$ cat config.mk
export PLATFORM = sky130hd
export DESIGN_NAME = pipe_add_sub
export DESIGN_NICKNAME = d
export VERILOG_FILES = /design/src/rtl/pipe_add_sub.sv
export SDC_FILE = /design/constraint.sdc
export NUM_CORES = 1
export LEC_CHECK = 0
export CAP_MARGIN = 15
export CORE_MARGIN = 2
export CORE_UTILIZATION = 39
export CTS_CLUSTER_DIAMETER = 200
export DETAILED_ROUTE_END_ITERATION = 16
export HOLD_SLACK_MARGIN = 0.12
export PLACE_DENSITY = 0.7
export SYNTH_ARGS = -nofsm -noshare
export SYNTH_HDL_FRONTEND = slang
export SYNTH_SLANG_ARGS = --single-unit
export TNS_END_PERCENT = 5
$ cat constraint.sdc
create_clock -name clk -period 2.9 [get_ports clk]
set_input_delay 0.725 -clock clk [delete_from_list [all_inputs] [get_ports clk]]
set_output_delay 0.725 -clock clk [all_outputs]
set_load 0.005 [all_outputs]
$ cat src/rtl/pipe_add_sub.sv
// -----------------------------------------------------------------------------
// pipe_add_sub
//   Pipelined two's-complement adder/subtractor with valid/ready handshakes.
//   The WIDTH-bit addition is split into STAGES segments of SEG bits. Each
//   stage adds one segment and registers its carry for the next stage, so the
//   longest carry chain is SEG bits. Operand bits not yet added travel down
//   the pipe with the beat; finished sum bits are carried forward with it.
//
// Ports
//   clk        in   rising-edge clock
//   reset_n    in   asynchronous active-low reset
//   in_valid   in   operand beat offered
//   in_ready   out  beat accepted this cycle if in_valid is high
//   x, y       in   operands A and B (WIDTH bits)
//   cin        in   carry-in (add mode only)
//   sub        in   0 = x + y + cin, 1 = x - y
//   out_valid  out  result beat present
//   out_ready  in   downstream takes the result this cycle
//   sum        out  result (WIDTH bits)
//   cout       out  carry out of the MSB (1 = no borrow when subtracting)
//   ovf        out  signed overflow
//   zero       out  sum == 0
// -----------------------------------------------------------------------------
module pipe_add_sub #(
  parameter int WIDTH  = 32,
  parameter int STAGES = 4
) (
  input  logic             clk,
  input  logic             reset_n,
  input  logic             in_valid,
  output logic             in_ready,
  input  logic [WIDTH-1:0] x,
  input  logic [WIDTH-1:0] y,
  input  logic             cin,
  input  logic             sub,
  output logic             out_valid,
  input  logic             out_ready,
  output logic [WIDTH-1:0] sum,
  output logic             cout,
  output logic             ovf,
  output logic             zero
);

  localparam int SEG = WIDTH / STAGES;

  // Pipeline registers; index k holds the beat after segment k was added.
  logic [STAGES-1:0] r_vld;
  logic [WIDTH-1:0]  r_x     [STAGES];
  logic [WIDTH-1:0]  r_y     [STAGES];
  logic [WIDTH-1:0]  r_sum   [STAGES];
  logic              r_carry [STAGES];
  logic              r_ovf;
  logic              r_zero;

  // Per-stage combinational inputs and next-state values.
  logic [WIDTH-1:0]  w_a_in  [STAGES];
  logic [WIDTH-1:0]  w_b_in  [STAGES];
  logic [WIDTH-1:0]  w_s_in  [STAGES];
  logic              w_c_in  [STAGES];
  logic [SEG:0]      w_seg   [STAGES];
  logic [WIDTH-1:0]  w_sum_n [STAGES];
  logic              w_c_n   [STAGES];

  logic [WIDTH-1:0]  w_y_eff;
  logic              w_stall;
  logic              w_ovf_n;
  logic              w_zero_n;

  // Subtraction is x + ~y + 1: invert y and force the carry-in.
  assign w_y_eff  = sub ? ~y : y;

  // The whole pipe freezes while the output beat is refused downstream.
  assign w_stall  = r_vld[STAGES-1] & ~out_ready;
  assign in_ready = ~w_stall;

  for (genvar k = 0; k < STAGES; k++) begin : g_stage
    localparam logic [WIDTH-1:0] SEG_MASK = WIDTH'({SEG{1'b1}}) << (k * SEG);

    if (k == 0) begin : g_first
      assign w_a_in[k] = x;
      assign w_b_in[k] = w_y_eff;
      assign w_c_in[k] = sub ? 1'b1 : cin;
      assign w_s_in[k] = {WIDTH{1'b0}};
    end else begin : g_next
      assign w_a_in[k] = r_x[k-1];
      assign w_b_in[k] = r_y[k-1];
      assign w_c_in[k] = r_carry[k-1];
      assign w_s_in[k] = r_sum[k-1];
    end

    // SEG-bit slice add; the extra top bit is this stage's carry-out.
    assign w_seg[k]   = {1'b0, w_a_in[k][k*SEG +: SEG]}
                      + {1'b0, w_b_in[k][k*SEG +: SEG]}
                      + {{SEG{1'b0}}, w_c_in[k]};
    // Splice the new segment into the partial sum carried with the beat.
    assign w_sum_n[k] = (w_s_in[k] & ~SEG_MASK)
                      | (WIDTH'(w_seg[k][SEG-1:0]) << (k * SEG));
    assign w_c_n[k]   = w_seg[k][SEG];
  end

  // Flags come from the final stage, where the complete sum first exists.
  assign w_ovf_n  = (w_a_in[STAGES-1][WIDTH-1] == w_b_in[STAGES-1][WIDTH-1])
                 && (w_sum_n[STAGES-1][WIDTH-1] != w_a_in[STAGES-1][WIDTH-1]);
  assign w_zero_n = (w_sum_n[STAGES-1] == {WIDTH{1'b0}});

  // Pipeline advance: every stage shifts together unless stalled.
  always_ff @(posedge clk or negedge reset_n) begin
    if (!reset_n) begin
      r_vld  <= {STAGES{1'b0}};
      r_ovf  <= 1'b0;
      r_zero <= 1'b0;
      for (int k = 0; k < STAGES; k++) begin
        r_x[k]     <= {WIDTH{1'b0}};
        r_y[k]     <= {WIDTH{1'b0}};
        r_sum[k]   <= {WIDTH{1'b0}};
        r_carry[k] <= 1'b0;
      end
    end else if (!w_stall) begin
      // in_ready is 1 here, so in_valid alone says whether a beat enters.
      r_vld[0] <= in_valid;
      for (int k = 1; k < STAGES; k++) begin
        r_vld[k] <= r_vld[k-1];
      end
      for (int k = 0; k < STAGES; k++) begin
        r_x[k]     <= w_a_in[k];
        r_y[k]     <= w_b_in[k];
        r_sum[k]   <= w_sum_n[k];
        r_carry[k] <= w_c_n[k];
      end
      r_ovf  <= w_ovf_n;
      r_zero <= w_zero_n;
    end
  end

  assign out_valid = r_vld[STAGES-1];
  assign sum       = r_sum[STAGES-1];
  assign cout      = r_carry[STAGES-1];
  assign ovf       = r_ovf;
  assign zero      = r_zero;

endmodule

Word-level counts from Yosys, hierarchy flattened
Index checks and enable logic that the tools add are counted.
{"block": "totals", "regBits": 282, "in_bits": 70, "wordCells": 38}
{"block": "op_classes", "n_addsub": 8, "n_eq_ne": 2, "muxes": 2, "bitwise_logic": 7, "reduce_logical": 2}
{"op": "$add A8 B8 Y9", "n": 4}
{"op": "$add A9 B1 Y9", "n": 4}
{"op": "$logic_not A32 Y1", "n": 1}
{"op": "$mux W32", "n": 1}
{"op": "$not A32 Y32", "n": 1}
{"op": "$or A24 B32 Y32", "n": 1}
{"op": "$or A16 B24 Y24", "n": 1}
{"op": "$or A8 B16 Y16", "n": 1}
{"op": "$not A1 Y1", "n": 2}
{"op": "$and A1 B1 Y1", "n": 1}
{"op": "$eq A1 B1 Y1", "n": 1}
{"op": "$logic_and A1 B1 Y1", "n": 1}
{"op": "$mux W1", "n": 1}
{"op": "$ne A1 B1 Y1", "n": 1}

Depth between registers and ports, before layout
Gate-level depths: netlist (run 1).
{"block": "logic_depth", "ltp_word": 5, "depth_mapped": 11, "mapped_depth_nobuf": 10}

Worst setup path after synthesis (run 1)
OpenSTA, ideal clock, no wires.
{"block": "synth_path", "path_type": "input to register", "startpoint": "in sub", "endpoint": "reg r_carry[3] (netlist bit)", "setup_ns": 0.138, "arrival_time_ns": 3.063, "required_ns": 2.762, "path_slack_ns": -0.300, "cell_stages": 11, "path_cell_list": "clkbuf_1 > buf_2 > or2_2 > fa_1 > fa_1 > a21o_1 > a21oi_1 > o21ai_0 > and3b_1 > o21ai_0 > a31oi_1"}
{"block": "synth_via", "elab_chain_len": 3, "elab_cells_between_ends": 4, "classes_between": "2 x add/sub; 2 x mux"}
{"item": "start: declaration", "line_no": "35", "text": "input logic sub,"}
{"item": "$mux W32", "line_no": "70", "text": "assign w_y_eff = sub ? ~y : y;"}
{"item": "$add A8 B8 Y9", "line_no": "93", "text": "+ {1'b0, w_b_in[k][k*SEG +: SEG]}"}
{"item": "$add A9 B1 Y9 *", "line_no": "94", "text": "+ {{SEG{1'b0}}, w_c_in[k]};"}
{"item": "end signal: indexed assignment", "line_no": "128", "text": "r_carry[k] <= w_c_n[k];"}
{"item": "end: declaration", "line_no": "51", "text": "logic r_carry [STAGES];"}
Mark *: on every way between the ends. The rest lies on a longest branch, timed or not.
A chain may end at the register's enable or synchronous reset.

Worst setup path after layout (run 1)
{"block": "layout_path", "startpoint": "in cin", "endpoint": "reg r_carry[3] (netlist bit)"}
{"block": "layout_via", "elab_chain_len": 2}
{"item": "start: declaration", "line_no": "34", "text": "input logic cin,"}
{"item": "$mux W1", "line_no": "82", "text": "assign w_c_in[k] = sub ? 1'b1 : cin;"}
{"item": "$add A9 B1 Y9", "line_no": "94"}
Every way passes these cells.

==> results of run 1 <==
-- power breakdown --
part | switching [mW] | internal (mW)
Sequential | 0.726 | 3.75
Clock | 1.01 | 1.24
Combinational | 2.32 | 1.96
Total | 4.06 | 6.95
-- critical path: cells and delay by family --
kind / cells / cell delay [ps]
adder cells (fa/ha/maj): 2 / 820
buffers and inverters: 1 / 400
AND/OR/NAND/NOR: 2 / 420
AO/OA/AOI/OAI: 5 / 650
-- layout make-up --
type	count	share of cell area, %
Sequential cell	186	44.8
Multi-Input combinational cell	677	34.0
Timing Repair Buffer	118	11.5
Clock buffer	20	4.40
Tap cell	280	3.37
Clock inverter	12	1.12
Inverter	22	0.819
-- synth_stat cells, types with 2 or more instances --
cell type	count	area, um2
nand4_1	2	12.5
nand2_1	422	1580
nor2b_1	3	18.8
xnor2_1	33	289
nor2_1	29	109
a21o_1	4	30.0
a31oi_1	4	25.0
o21ai_0	48	240
buf_1	5	18.8
o21bai_1	5	37.5
o211a_1	2	20.0
nand2b_1	2	12.5
clkbuf_1	36	135
a21oi_1	20	100
inv_1	22	82.6
or3_1	2	12.5
dfrtp_1	186	4650
nor4_1	6	37.5
fa_1	8	160
o21a_1	7	52.6
o31ai_1	9	67.6
buf_4	32	240
nor3_1	11	55.1
and3b_1	3	26.3
ha_1	28	350
xor2_1	14	123
a211oi_1	2	15.0
buf_2	4	20.0
-- logic make-up after synthesis --
| family | count (synthesis) | synth area share [%] |
|---|---|---|
| AO/OA/AOI/OAI | 108 | 7.67 |
| flip-flops | 186 | 53.7 |
| AND/OR/NAND/NOR | 485 | 22.0 |
| adder cells (fa/ha/maj) | 36 | 5.90 |
| buffers and inverters | 99 | 5.74 |
| XOR/XNOR | 48 | 4.94 |
-- metrics by stage --
stage | cell area [um2] | cells | utilization (%) | worst slack (ps)
after floorplan | 8700 | 962 | - | -48.0
after global placement | 9810 | 1283 | 45.0 | -270
after detailed placement | 9810 | 1283 | 45.0 | -293
after CTS | 10400 | 1315 | 47.6 | 169
after global routing | 10400 | 1315 | 47.6 | 43.5
final | 10400 | 1315 | 47.6 | 150
-- layout by cell type, fill, tap and decap left out, types with 5 or more instances in the layout --
master	instances
xnor2_1	33
o21a_1	7
clkinv_4	5
clkbuf_16	17
o21ai_0	46
clkdlybuf4s50_1	104
o21bai_1	5
inv_1	21
xor2_1	14
o31ai_1	9
nor4_1	6
buf_4	8
ha_1	28
nand2_1	422
nor2_1	29
a21oi_1	19
fa_1	6
dfrtp_1	186
nor3_1	11
-- flip-flops by register name, summed over array words and instances (netlist names) --
name and cells:
cout 1, ovf 1, r_carry 3, r_sum 48, r_vld 4, r_x 48
r_y 48, sum 32, zero 1
-- routing by layer --
metal  track usage (%)  vias up  part of all wire [%]  routed length (um)
li1                  -     3156                     -                   -
met1              22.9     2873                    51                8910
met2              23.6      126                    44                7760
met3              3.80       28                   3.6                 632
met4              5.34        0                   1.9                 330
met5                 0        -                     0                   0
-- final timing paths --
kind                       startpoint    endpoint  slack (ps)  cells after the start
setup / recovery                  cin  r_carry[3]         150                     10
hold / removal                reset_n    r_x[114]         230                      1
setup reg to reg              r_x[56]        zero         510                      9
hold reg to reg               r_x[89]     r_x[89]         460                      2
max in group asynchronous     reset_n   r_sum[47]        1880                      2
min in group clk              r_x[89]     r_x[89]         460                      2
==> results.sh, run 1 <==
export IMPL_firstDrtPassIters=5
export IMPL_synth_edff_count=0
export IMPL_post_cts_resized=0
export IMPL_period_share_pct=94.8
export IMPL_synthCells=962
export IMPL_vias_per_cell=4.70
export IMPL_finalPower_mw=11.0
export IMPL_rsz0062_at_grt="no"
export IMPL_slowest_stage="fa_2"
export IMPL_tightest_slew_ps=801
export IMPL_antenna_cells=0
export IMPL_cts_sinks=186
export IMPL_worstPathCellList="clkdlybuf4s50_1 -> or2_4 -> fa_2 -> fa_2 -> a21o_1 -> a21oi_2 -> o21ai_1 -> and3b_1 -> o21ai_1 -> a31oi_1"
export IMPL_drv_slew=0
export IMPL_drt_iter0_drc=480
export IMPL_wl_per_cell_um=13.4
export IMPL_initial_core_util_pct=39.7
export IMPL_portBuffers=106
export IMPL_setup_viol=0
export IMPL_drive_gt1_share_pct=5.31
export IMPL_die_w_um=153
export IMPL_num_rows=54
export IMPL_timing_setup_tns_ps=0
export IMPL_hold_viol_final=0
export IMPL_grt_max_degree=193
export IMPL_gp_congestion=0.806
export IMPL_cts_root_buffer_cell="clkbuf_16"
export IMPL_ioPinCount=107
export IMPL_drc=0
export IMPL_grt_pass1_wl_um=30500
export IMPL_dieArea_mm2=0.0234
export IMPL_synth_cell_area_mm2=0.00866
export IMPL_multi_input_area_mm2=0.00353
export IMPL_async_flop_share_pct=100
export IMPL_min_period_ps=2750
export IMPL_cts_tree="built"
export IMPL_drt_antenna_violating_nets=0
export IMPL_seqCellArea_mm2=0.00465
export IMPL_hold_slack_ps=227
export IMPL_fp_coreArea_mm2=0.0218
export IMPL_track_usage_pct=15.9
export IMPL_start_kind="input port"
export IMPL_vias=6183
export IMPL_clk_pin_slew_ps=70
export IMPL_slowest_delay_ps=420
export IMPL_crit_required_ps=3190
export IMPL_first_global_vias=6165
export IMPL_skew_ps=6.83
export IMPL_hold_buffers=0
export IMPL_ir_drop_v=0.000403
export IMPL_pwr_density_cell_mw_per_mm2=1060
export IMPL_ys_ff_latch=186
export IMPL_path_class="in2reg"
export IMPL_cp_max_fo=3
export IMPL_ys_warnings_count=0
export IMPL_cp_end_kind="register"
export IMPL_overflow=0
export IMPL_avgSynthCellArea_um2=9.00
export IMPL_hpwl_um=12000
export IMPL_cts_setup_buffers=0
export IMPL_final_nets=1128
export IMPL_syn_to_final_growth_pct=20.0
export IMPL_fillCellCount=2072
export IMPL_p_leak_nw=5.01
export IMPL_outcome="finished clean"
export IMPL_syn_nets=1068
export IMPL_wirelength_um=17600
export IMPL_ys_flop_type="dfrtp_1"
export IMPL_antenna_found_initial=0
export IMPL_synth_cell_types=41
export IMPL_max_slew_margin_pct=46.6
export IMPL_seq_area_frac_synth_pct=53.7
export IMPL_die_y_um=153
export IMPL_cap_violations=0
export IMPL_numCtsBuffers=17
export IMPL_clk_latency_ps=440
export IMPL_hp_class="in2async"
export IMPL_fmax_mhz=364
export IMPL_cts_max_path_buffers=2
export IMPL_htreeDepth=4
export IMPL_critPathArrivalTime_ps=3040
(Power assumes the default switching activity.)
==> inputs of run 2 (changes only) <==
--- a/config.mk
+++ b/config.mk
@@ -12,6 +12,7 @@
 export DETAILED_ROUTE_END_ITERATION = 16
 export HOLD_SLACK_MARGIN = 0.12
 export PLACE_DENSITY = 0.7
+export SETUP_SLACK_MARGIN = 0.02
 export SYNTH_ARGS = -nofsm -noshare
 export SYNTH_HDL_FRONTEND = slang
 export SYNTH_SLANG_ARGS = --single-unit
==> results of run 2 <==
No change in the layout: final DEF, timing and power equal those of run 1.
